File: src/rtl/alu_op_sequencer_if.sv
// Command, datapath-control and response signals of the ALU op sequencer.
// The slave modport belongs to the sequencer. The master modport belongs to
// the environment: the command source, the datapath and the response consumer.
//
// Handshakes (cmd_* and rsp_*): a transfer happens on a rising clock edge
// where valid and ready are both high. Once valid is raised it stays high,
// with its payload stable, until that transfer. Ready may change freely.
interface alu_op_sequencer_if #(
  parameter int WIDTH = 8
);
  logic             cmd_valid;
  logic             cmd_ready;
  logic [2:0]       cmd_op;
  logic [WIDTH-1:0] cmd_data;
  logic [WIDTH-1:0] operand_out;
  logic             Eo;
  logic             nLa;
  logic             nLb;
  logic             Ea;
  logic             Eu;
  logic             sub;
  logic [WIDTH-1:0] bus_in;
  logic             cf_in;
  logic             zf_in;
  logic             flag_c;
  logic             flag_z;
  logic             rsp_valid;
  logic             rsp_ready;
  logic [WIDTH-1:0] rsp_data;
  logic             rsp_err;
  logic             busy;

  modport slave (
    input  cmd_valid, cmd_op, cmd_data, bus_in, cf_in, zf_in, rsp_ready,
    output cmd_ready, operand_out, Eo, nLa, nLb, Ea, Eu, sub,
           flag_c, flag_z, rsp_valid, rsp_data, rsp_err, busy
  );

  modport master (
    output cmd_valid, cmd_op, cmd_data, bus_in, cf_in, zf_in, rsp_ready,
    input  cmd_ready, operand_out, Eo, nLa, nLb, Ea, Eu, sub,
           flag_c, flag_z, rsp_valid, rsp_data, rsp_err, busy
  );
endinterface

File: src/rtl/alu_op_sequencer.sv
// Control sequencer for the accumulator/ALU datapath. The sequencer accepts
// one command at a time. It walks the shared bus through the load and execute
// phases for that command, latches the ALU flags, and returns the captured bus
// value on the response channel. All datapath controls are registered and
// decoded from the next state, so each control changes together with the
// state.
module alu_op_sequencer #(
  parameter int WIDTH = 8
) (
  input  logic                clk,
  input  logic                rst,
  alu_op_sequencer_if.slave   bus_if,
  output logic [2:0]          state_o
);

  localparam logic [2:0] OP_NOP = 3'd0;
  localparam logic [2:0] OP_LDA = 3'd1;
  localparam logic [2:0] OP_ADD = 3'd2;
  localparam logic [2:0] OP_SUB = 3'd3;
  localparam logic [2:0] OP_OUT = 3'd4;
  localparam logic [2:0] OP_CLR = 3'd5;

  typedef enum logic [2:0] {
    S_IDLE = 3'd0,
    S_LDB  = 3'd1,
    S_EXE  = 3'd2,
    S_LDA  = 3'd3,
    S_CLR  = 3'd4,
    S_OUTA = 3'd5,
    S_RSP  = 3'd6
  } state_t;

  state_t           state_q, state_d;
  logic [2:0]       op_q;
  logic [WIDTH-1:0] operand_q;
  logic             eo_q, ea_q, eu_q, nla_q, nlb_q, sub_q;
  logic             flag_c_q, flag_z_q;
  logic             rsp_valid_q, rsp_err_q;
  logic [WIDTH-1:0] rsp_data_q;
  logic             cmd_ready;
  logic             accept;

  // Ready is held low while reset is asserted, even though the state is already IDLE.
  assign cmd_ready = (state_q == S_IDLE) && !rst;
  assign accept    = bus_if.cmd_valid && cmd_ready;

  // Next-state selection: dispatch on the opcode at accept, one cycle per phase, and wait in RSP for the consumer.
  always_comb begin
    state_d = state_q;
    case (state_q)
      S_IDLE: begin
        if (accept) begin
          case (bus_if.cmd_op)
            OP_NOP:         state_d = S_RSP;
            OP_LDA:         state_d = S_LDA;
            OP_ADD, OP_SUB: state_d = S_LDB;
            OP_OUT:         state_d = S_OUTA;
            OP_CLR:         state_d = S_CLR;
            default:        state_d = S_RSP;
          endcase
        end
      end
      S_LDB:                      state_d = S_EXE;
      S_EXE, S_LDA, S_CLR, S_OUTA: state_d = S_RSP;
      S_RSP:   if (bus_if.rsp_ready) state_d = S_IDLE;
      default:                    state_d = S_IDLE;
    endcase
  end

  // FSM state, registered datapath controls, and the flag/response captures at the end of each phase.
  always_ff @(posedge clk or posedge rst) begin
    if (rst) begin
      state_q     <= S_IDLE;
      op_q        <= OP_NOP;
      operand_q   <= '0;
      eo_q        <= 1'b0;
      ea_q        <= 1'b0;
      eu_q        <= 1'b0;
      nla_q       <= 1'b1;
      nlb_q       <= 1'b1;
      sub_q       <= 1'b0;
      flag_c_q    <= 1'b0;
      flag_z_q    <= 1'b0;
      rsp_valid_q <= 1'b0;
      rsp_err_q   <= 1'b0;
      rsp_data_q  <= '0;
    end else begin
      state_q     <= state_d;
      eo_q        <= (state_d == S_LDB) || (state_d == S_LDA) || (state_d == S_CLR);
      ea_q        <= (state_d == S_OUTA);
      eu_q        <= (state_d == S_EXE);
      nla_q       <= !((state_d == S_EXE) || (state_d == S_LDA) || (state_d == S_CLR));
      nlb_q       <= !(state_d == S_LDB);
      // op_q was captured at accept, so it is already valid when EXE is entered from LDB.
      sub_q       <= (state_d == S_EXE) && (op_q == OP_SUB);
      rsp_valid_q <= (state_d == S_RSP);

      case (state_q)
        S_IDLE: begin
          if (accept) begin
            op_q       <= bus_if.cmd_op;
            // For CLR, a zero operand is placed on the bus, which clears the accumulator.
            operand_q  <= (bus_if.cmd_op == OP_CLR) ? '0 : bus_if.cmd_data;
            rsp_data_q <= '0;
            rsp_err_q  <= (bus_if.cmd_op > OP_CLR);
          end
        end
        S_EXE: begin
          flag_c_q   <= bus_if.cf_in;
          flag_z_q   <= bus_if.zf_in;
          rsp_data_q <= bus_if.bus_in;
        end
        S_LDA, S_OUTA: rsp_data_q <= bus_if.bus_in;
        S_CLR: begin
          flag_c_q   <= 1'b0;
          flag_z_q   <= 1'b1;
          rsp_data_q <= '0;
        end
        S_RSP:   if (bus_if.rsp_ready) rsp_err_q <= 1'b0;
        default: ;
      endcase
    end
  end

  assign bus_if.cmd_ready   = cmd_ready;
  assign bus_if.operand_out = operand_q;
  assign bus_if.Eo          = eo_q;
  assign bus_if.Ea          = ea_q;
  assign bus_if.Eu          = eu_q;
  assign bus_if.nLa         = nla_q;
  assign bus_if.nLb         = nlb_q;
  assign bus_if.sub         = sub_q;
  assign bus_if.flag_c      = flag_c_q;
  assign bus_if.flag_z      = flag_z_q;
  assign bus_if.rsp_valid   = rsp_valid_q;
  assign bus_if.rsp_data    = rsp_data_q;
  assign bus_if.rsp_err     = rsp_err_q;
  assign bus_if.busy        = (state_q != S_IDLE);
  assign state_o            = state_q;

endmodule

File: src/flat_wrapper.sv
// flat-port wrapper written by rule: the top's interface ports become plain ports
module alu_op_sequencer_flat 
#(
  parameter int WIDTH = 8
)
  (clk, rst, state_o, bus_if_cmd_valid, bus_if_cmd_op, bus_if_cmd_data, bus_if_bus_in, bus_if_cf_in, bus_if_zf_in, bus_if_rsp_ready, bus_if_cmd_ready, bus_if_operand_out, bus_if_Eo, bus_if_nLa, bus_if_nLb, bus_if_Ea, bus_if_Eu, bus_if_sub, bus_if_flag_c, bus_if_flag_z, bus_if_rsp_valid, bus_if_rsp_data, bus_if_rsp_err, bus_if_busy);
  alu_op_sequencer_if #(.WIDTH(WIDTH)) bus_if_i ();
  input  logic clk;
  input  logic rst;
  output logic [2:0] state_o;
  input wire logic [$bits(bus_if_i.cmd_valid)-1:0] bus_if_cmd_valid;
  input wire logic [$bits(bus_if_i.cmd_op)-1:0] bus_if_cmd_op;
  input wire logic [$bits(bus_if_i.cmd_data)-1:0] bus_if_cmd_data;
  input wire logic [$bits(bus_if_i.bus_in)-1:0] bus_if_bus_in;
  input wire logic [$bits(bus_if_i.cf_in)-1:0] bus_if_cf_in;
  input wire logic [$bits(bus_if_i.zf_in)-1:0] bus_if_zf_in;
  input wire logic [$bits(bus_if_i.rsp_ready)-1:0] bus_if_rsp_ready;
  output wire logic [$bits(bus_if_i.cmd_ready)-1:0] bus_if_cmd_ready;
  output wire logic [$bits(bus_if_i.operand_out)-1:0] bus_if_operand_out;
  output wire logic [$bits(bus_if_i.Eo)-1:0] bus_if_Eo;
  output wire logic [$bits(bus_if_i.nLa)-1:0] bus_if_nLa;
  output wire logic [$bits(bus_if_i.nLb)-1:0] bus_if_nLb;
  output wire logic [$bits(bus_if_i.Ea)-1:0] bus_if_Ea;
  output wire logic [$bits(bus_if_i.Eu)-1:0] bus_if_Eu;
  output wire logic [$bits(bus_if_i.sub)-1:0] bus_if_sub;
  output wire logic [$bits(bus_if_i.flag_c)-1:0] bus_if_flag_c;
  output wire logic [$bits(bus_if_i.flag_z)-1:0] bus_if_flag_z;
  output wire logic [$bits(bus_if_i.rsp_valid)-1:0] bus_if_rsp_valid;
  output wire logic [$bits(bus_if_i.rsp_data)-1:0] bus_if_rsp_data;
  output wire logic [$bits(bus_if_i.rsp_err)-1:0] bus_if_rsp_err;
  output wire logic [$bits(bus_if_i.busy)-1:0] bus_if_busy;
  assign bus_if_i.cmd_valid = bus_if_cmd_valid;
  assign bus_if_i.cmd_op = bus_if_cmd_op;
  assign bus_if_i.cmd_data = bus_if_cmd_data;
  assign bus_if_i.bus_in = bus_if_bus_in;
  assign bus_if_i.cf_in = bus_if_cf_in;
  assign bus_if_i.zf_in = bus_if_zf_in;
  assign bus_if_i.rsp_ready = bus_if_rsp_ready;
  assign bus_if_cmd_ready = bus_if_i.cmd_ready;
  assign bus_if_operand_out = bus_if_i.operand_out;
  assign bus_if_Eo = bus_if_i.Eo;
  assign bus_if_nLa = bus_if_i.nLa;
  assign bus_if_nLb = bus_if_i.nLb;
  assign bus_if_Ea = bus_if_i.Ea;
  assign bus_if_Eu = bus_if_i.Eu;
  assign bus_if_sub = bus_if_i.sub;
  assign bus_if_flag_c = bus_if_i.flag_c;
  assign bus_if_flag_z = bus_if_i.flag_z;
  assign bus_if_rsp_valid = bus_if_i.rsp_valid;
  assign bus_if_rsp_data = bus_if_i.rsp_data;
  assign bus_if_rsp_err = bus_if_i.rsp_err;
  assign bus_if_busy = bus_if_i.busy;
  alu_op_sequencer #(.WIDTH(WIDTH)) u_core (.clk(clk), .rst(rst), .bus_if(bus_if_i), .state_o(state_o));
endmodule
File: config.mk
export PLATFORM = sky130hd
export DESIGN_NAME = alu_op_sequencer_flat
export DESIGN_NICKNAME = d
export VERILOG_FILES = /design/src/rtl/alu_op_sequencer_if.sv /design/src/rtl/alu_op_sequencer.sv /design/src/flat_wrapper.sv
export SDC_FILE = /design/constraint.sdc
export NUM_CORES = 1
export LEC_CHECK = 0
export ABC_AREA = 1
export ABC_CLOCK_PERIOD_IN_PS = 2000
export CAP_MARGIN = 15
export CORE_ASPECT_RATIO = 1.25
export CORE_UTILIZATION = 45
export DETAILED_ROUTE_END_ITERATION = 10
export HOLD_SLACK_MARGIN = 0.15
export PLACE_DENSITY = 0.92
export SETUP_SLACK_MARGIN = 0.05
export SLEW_MARGIN = 0
export SYNTH_ARGS = -nofsm -noshare
export SYNTH_HDL_FRONTEND = slang
export SYNTH_SLANG_ARGS = --single-unit
File: constraint.sdc
create_clock -name clk -period 2 [get_ports clk]
set_input_delay 0.2 -clock clk [delete_from_list [all_inputs] [get_ports clk]]
set_output_delay 0.2 -clock clk [all_outputs]
set_load 0.05 [all_outputs]
==> results by group <==
Detailed routing
  • TritonRoute pass-1 iters: 4
  • Initial DRC count: 40
  • Routed Antenna Nets: 0
  • Final WL: 3140 um
  • Vias/cell: 4.97
  • Vias: 1,292
  • Drt drc: 0
  • Average wire per standard cell: 12.1 um

Power
  • Clock share of power: 0.098
  • Switching pwr: 1.73 mW
  • Leak Pwr: 1.05 nW
  • Maximum vdd drop: 1140 uV
  • P per Cell Area: 1600 nW/um2
  • Internal: 1.69 mW
  • Switch share: 0.506
  • Power share of the combinational group: 0.595
  • Reg power frac: 0.307

Timing
  • Endpoints failing setup: 0
  • Slew Viols, Final: 0
  • Fmax: 538 MHz
  • Number of failing hold endpoints at the final stage: 0
  • Worst Clk Skew: 0.00961 ns
  • Unrepaired setup endpoints after global routing: false
  • Slew HR: 0.658
  • Worst Max-Slew Pin Slew: 0.512 ns
  • Setup TNS: 0 ns
  • PnR worst setup slack: 0.142 ns
  • Period Utilization, post-route: 0.929
  • Fin crit period: ~1.9 ns

Logic synthesis
  • Area contributors post-synth: dfrtp_1 (51%), nand2_1 (12%), nand3_1 (7.5%)
  • FF+latch count, synth: 32
  • Syn nets: 189
  • Most common cell in the netlist: nand2_1
  • Share of the synthesized area in the top cell type: 0.514
  • Syn avg cell area: 9.08 um2
  • Post-Syn Area: 1460 um2
  • Commonest cells in the synthesized netlist: nand2_1 (45), dfrtp_1 (30), nand3_1 (22)
  • Synth Instances: about 160
  • Yosys warnings: 0
  • Asr flop ratio synth: 1.00
  • Post-synth cell types: 24
  • EDFF count, synth: 0
  • Top FF cell, synth: dfrtp_1
  • Seq/Total Area, Yosys: 0.550
  • Synth area leader: dfrtp_1

Clock network
  • Clock-pin slew on the worst setup and hold paths: 0.10 ns
  • CTS tree: yes
  • Clock sink count: 32
  • Num CTS Buffers: 5
  • Root Driver: clkbuf_4
  • H-tree levels: 2
  • Worst-skew pair later-pin latency: 0.33 ns
  • Clock buffer depth: 2

Placed design
  • PortBufs: 55
  • Cell Count Post-Placement: 252
  • Gpl congestion: slightly below 0.8
  • Pre-CTS setup slack: 0.303 ns
  • Final HPWL from detailed placement: 2360 um

Cells and area
  • Share of layout cells above drive strength 1: 0.152
  • Diodes inserted: 0
  • Layout Cells excl Fill: 260
  • Fillers: 227
  • Area grow syn2layout: 45.7%
  • Register Area: 803 um2
  • Final net count: 252
  • Multi-input gate area: 586 um2

Floorplan
  • Total core area: 3000 um2
  • Die Wd: 53.0 um
  • Row Count: 22
  • Die Area: ~3500 um2
  • Vert. Die Dim: 65.7 um
  • Initial Utilization: 0.487
  • Ports: 56

Setup path
  • Worst EP arrival: 1.66 ns
  • WS Path Type: in2out
  • CP required: 1.80 ns
  • Crit path max fanout: 5
  • CP Launch Type: input pin
  • CP Launch Point: rst
  • Crit end category: primary output
  • RR Startpoint: u_core.state_o[0]$_DFF_PP0_

GRT
  • Overflow after GRT: 0
  • Global-route wire length before repair: 5460 um
  • Antenna violations before repair: 0
  • GRT Total Usage: 0.220
  • Largest net degree at the start of global routing: 31
  • Vias in the first global route: 1,263

Hold path
  • Hold path startpoint: bus_if_cmd_data[6]
  • HP Class: in2reg

Run status
  • Status: completed

Flow run
  • Max Cap Violations: 0
-- cell type report --
class,instances,share of cell area
inverters,15,0.0276
flip-flops and latches,32,0.377
clock buffers,6,0.0194
clock inverters,1,0.00235
well taps,36,0.0212
multi-input cells,111,0.275
repair buffers,59,0.277
-- kinds of logic after synthesis --
group,synth area share
AO/OA/AOI/OAI,0.0557
adder cells (fa/ha/maj),0.0257
flip-flops,0.550
buffers and inverters,0.0497
AND/OR/NAND/NOR,0.319
-- final timing paths --
| kind | to | cells after the start | slack (ns) |
|---|---|---|---|
| max | bus_if_cmd_ready | 6 | 0.14 |
| min | u_core.bus_if.operand_out[6]$_DFFE_PP0P_ | 3 | 0.42 |
| max reg2reg | u_core.bus_if.nLa$_DFF_PP1_ | 6 | 0.54 |
| min reg2reg | u_core.bus_if.sub$_DFF_PP0_ | 1 | 0.47 |
| max in group asynchronous | u_core.bus_if.nLb$_DFF_PP1_ | 4 | 0.77 |
| min in group asynchronous | u_core.bus_if.flag_c$_DFFE_PP0P_ | 3 | 0.62 |
-- critical path, cell delays in order --
cell	delay, ns
dlygate4sd3_1	0.54
clkdlybuf4s50_1	0.44
inv_2	0.12
nand3_2	0.11
inv_1	0.11
buf_12	0.14
-- cell usage in the layout (no fill, tap or decap), types with 2 or more instances in the layout --
cell type        instances
dfrtp_1                 30
clkbuf_4                 5
inv_2                    2
clkdlybuf4s50_1         52
nand3_1                 22
o21ai_0                 10
nor2_1                   7
nand3_2                  2
nand2_4                  2
nand2_1                 45
nor2_2                   5
nor3_1                   3
buf_4                    3
dfstp_2                  2
ha_1                     3
nand2_2                  5
inv_1                   12
dlygate4sd2_1            2
-- per-layer routing --
layer,global-route usage,vias up,wire (um)
li1,-,646,-
met1,0.259,593,1330
met2,0.358,46,1530
met3,0.0532,7,182
met4,0.125,0,95
met5,0,-,0
-- what timing repair did --
item                                    4_1_cts  5_1_grt
endpoints found under the setup margin        2        2
cloned                                        0        0
hold buffers                                  1        0
resized for setup                             2        1
setup buffers                                 0        0
hold endpoints to repair                      2        0
-- power groups by stage --
stage               clock, mW  sequential [mW]  combinational [mW]
finish                  0.336             1.05                2.03
global route            0.378             1.08                2.18
CTS                     0.354             1.05                2.04
detailed placement          0             1.06                2.04
global placement            0             1.06                2.01
floorplan                   0             1.80               0.658
-- sequential cells by signal (all words and copies together), names as in the netlist --
name	flops
u_core.bus_if.nLb	1
u_core.bus_if.Eo	1
u_core.bus_if.flag_z	1
u_core.bus_if.Ea	1
u_core.bus_if.rsp_valid	1
u_core.op_q	3
u_core.bus_if.rsp_err	1
u_core.bus_if.rsp_data	8
u_core.state_o	3
u_core.bus_if.flag_c	1
u_core.bus_if.nLa	1
u_core.bus_if.sub	1
u_core.bus_if.operand_out	8
u_core.bus_if.Eu	1
-- metrics by stage --
stage	cell area, um2	hold WS (ns)	util	total power [mW]
final	2130	0.421	0.710	3.42
after global routing	2130	0.433	0.710	3.64
after CTS	2130	0.402	0.710	3.45
after detailed placement	2080	0.442	0.692	3.10
after global placement	2080	0.424	0.692	3.06
after floorplan	1460	0.310	-	2.46
No activity file was read; power rests on OpenSTA's default activity.
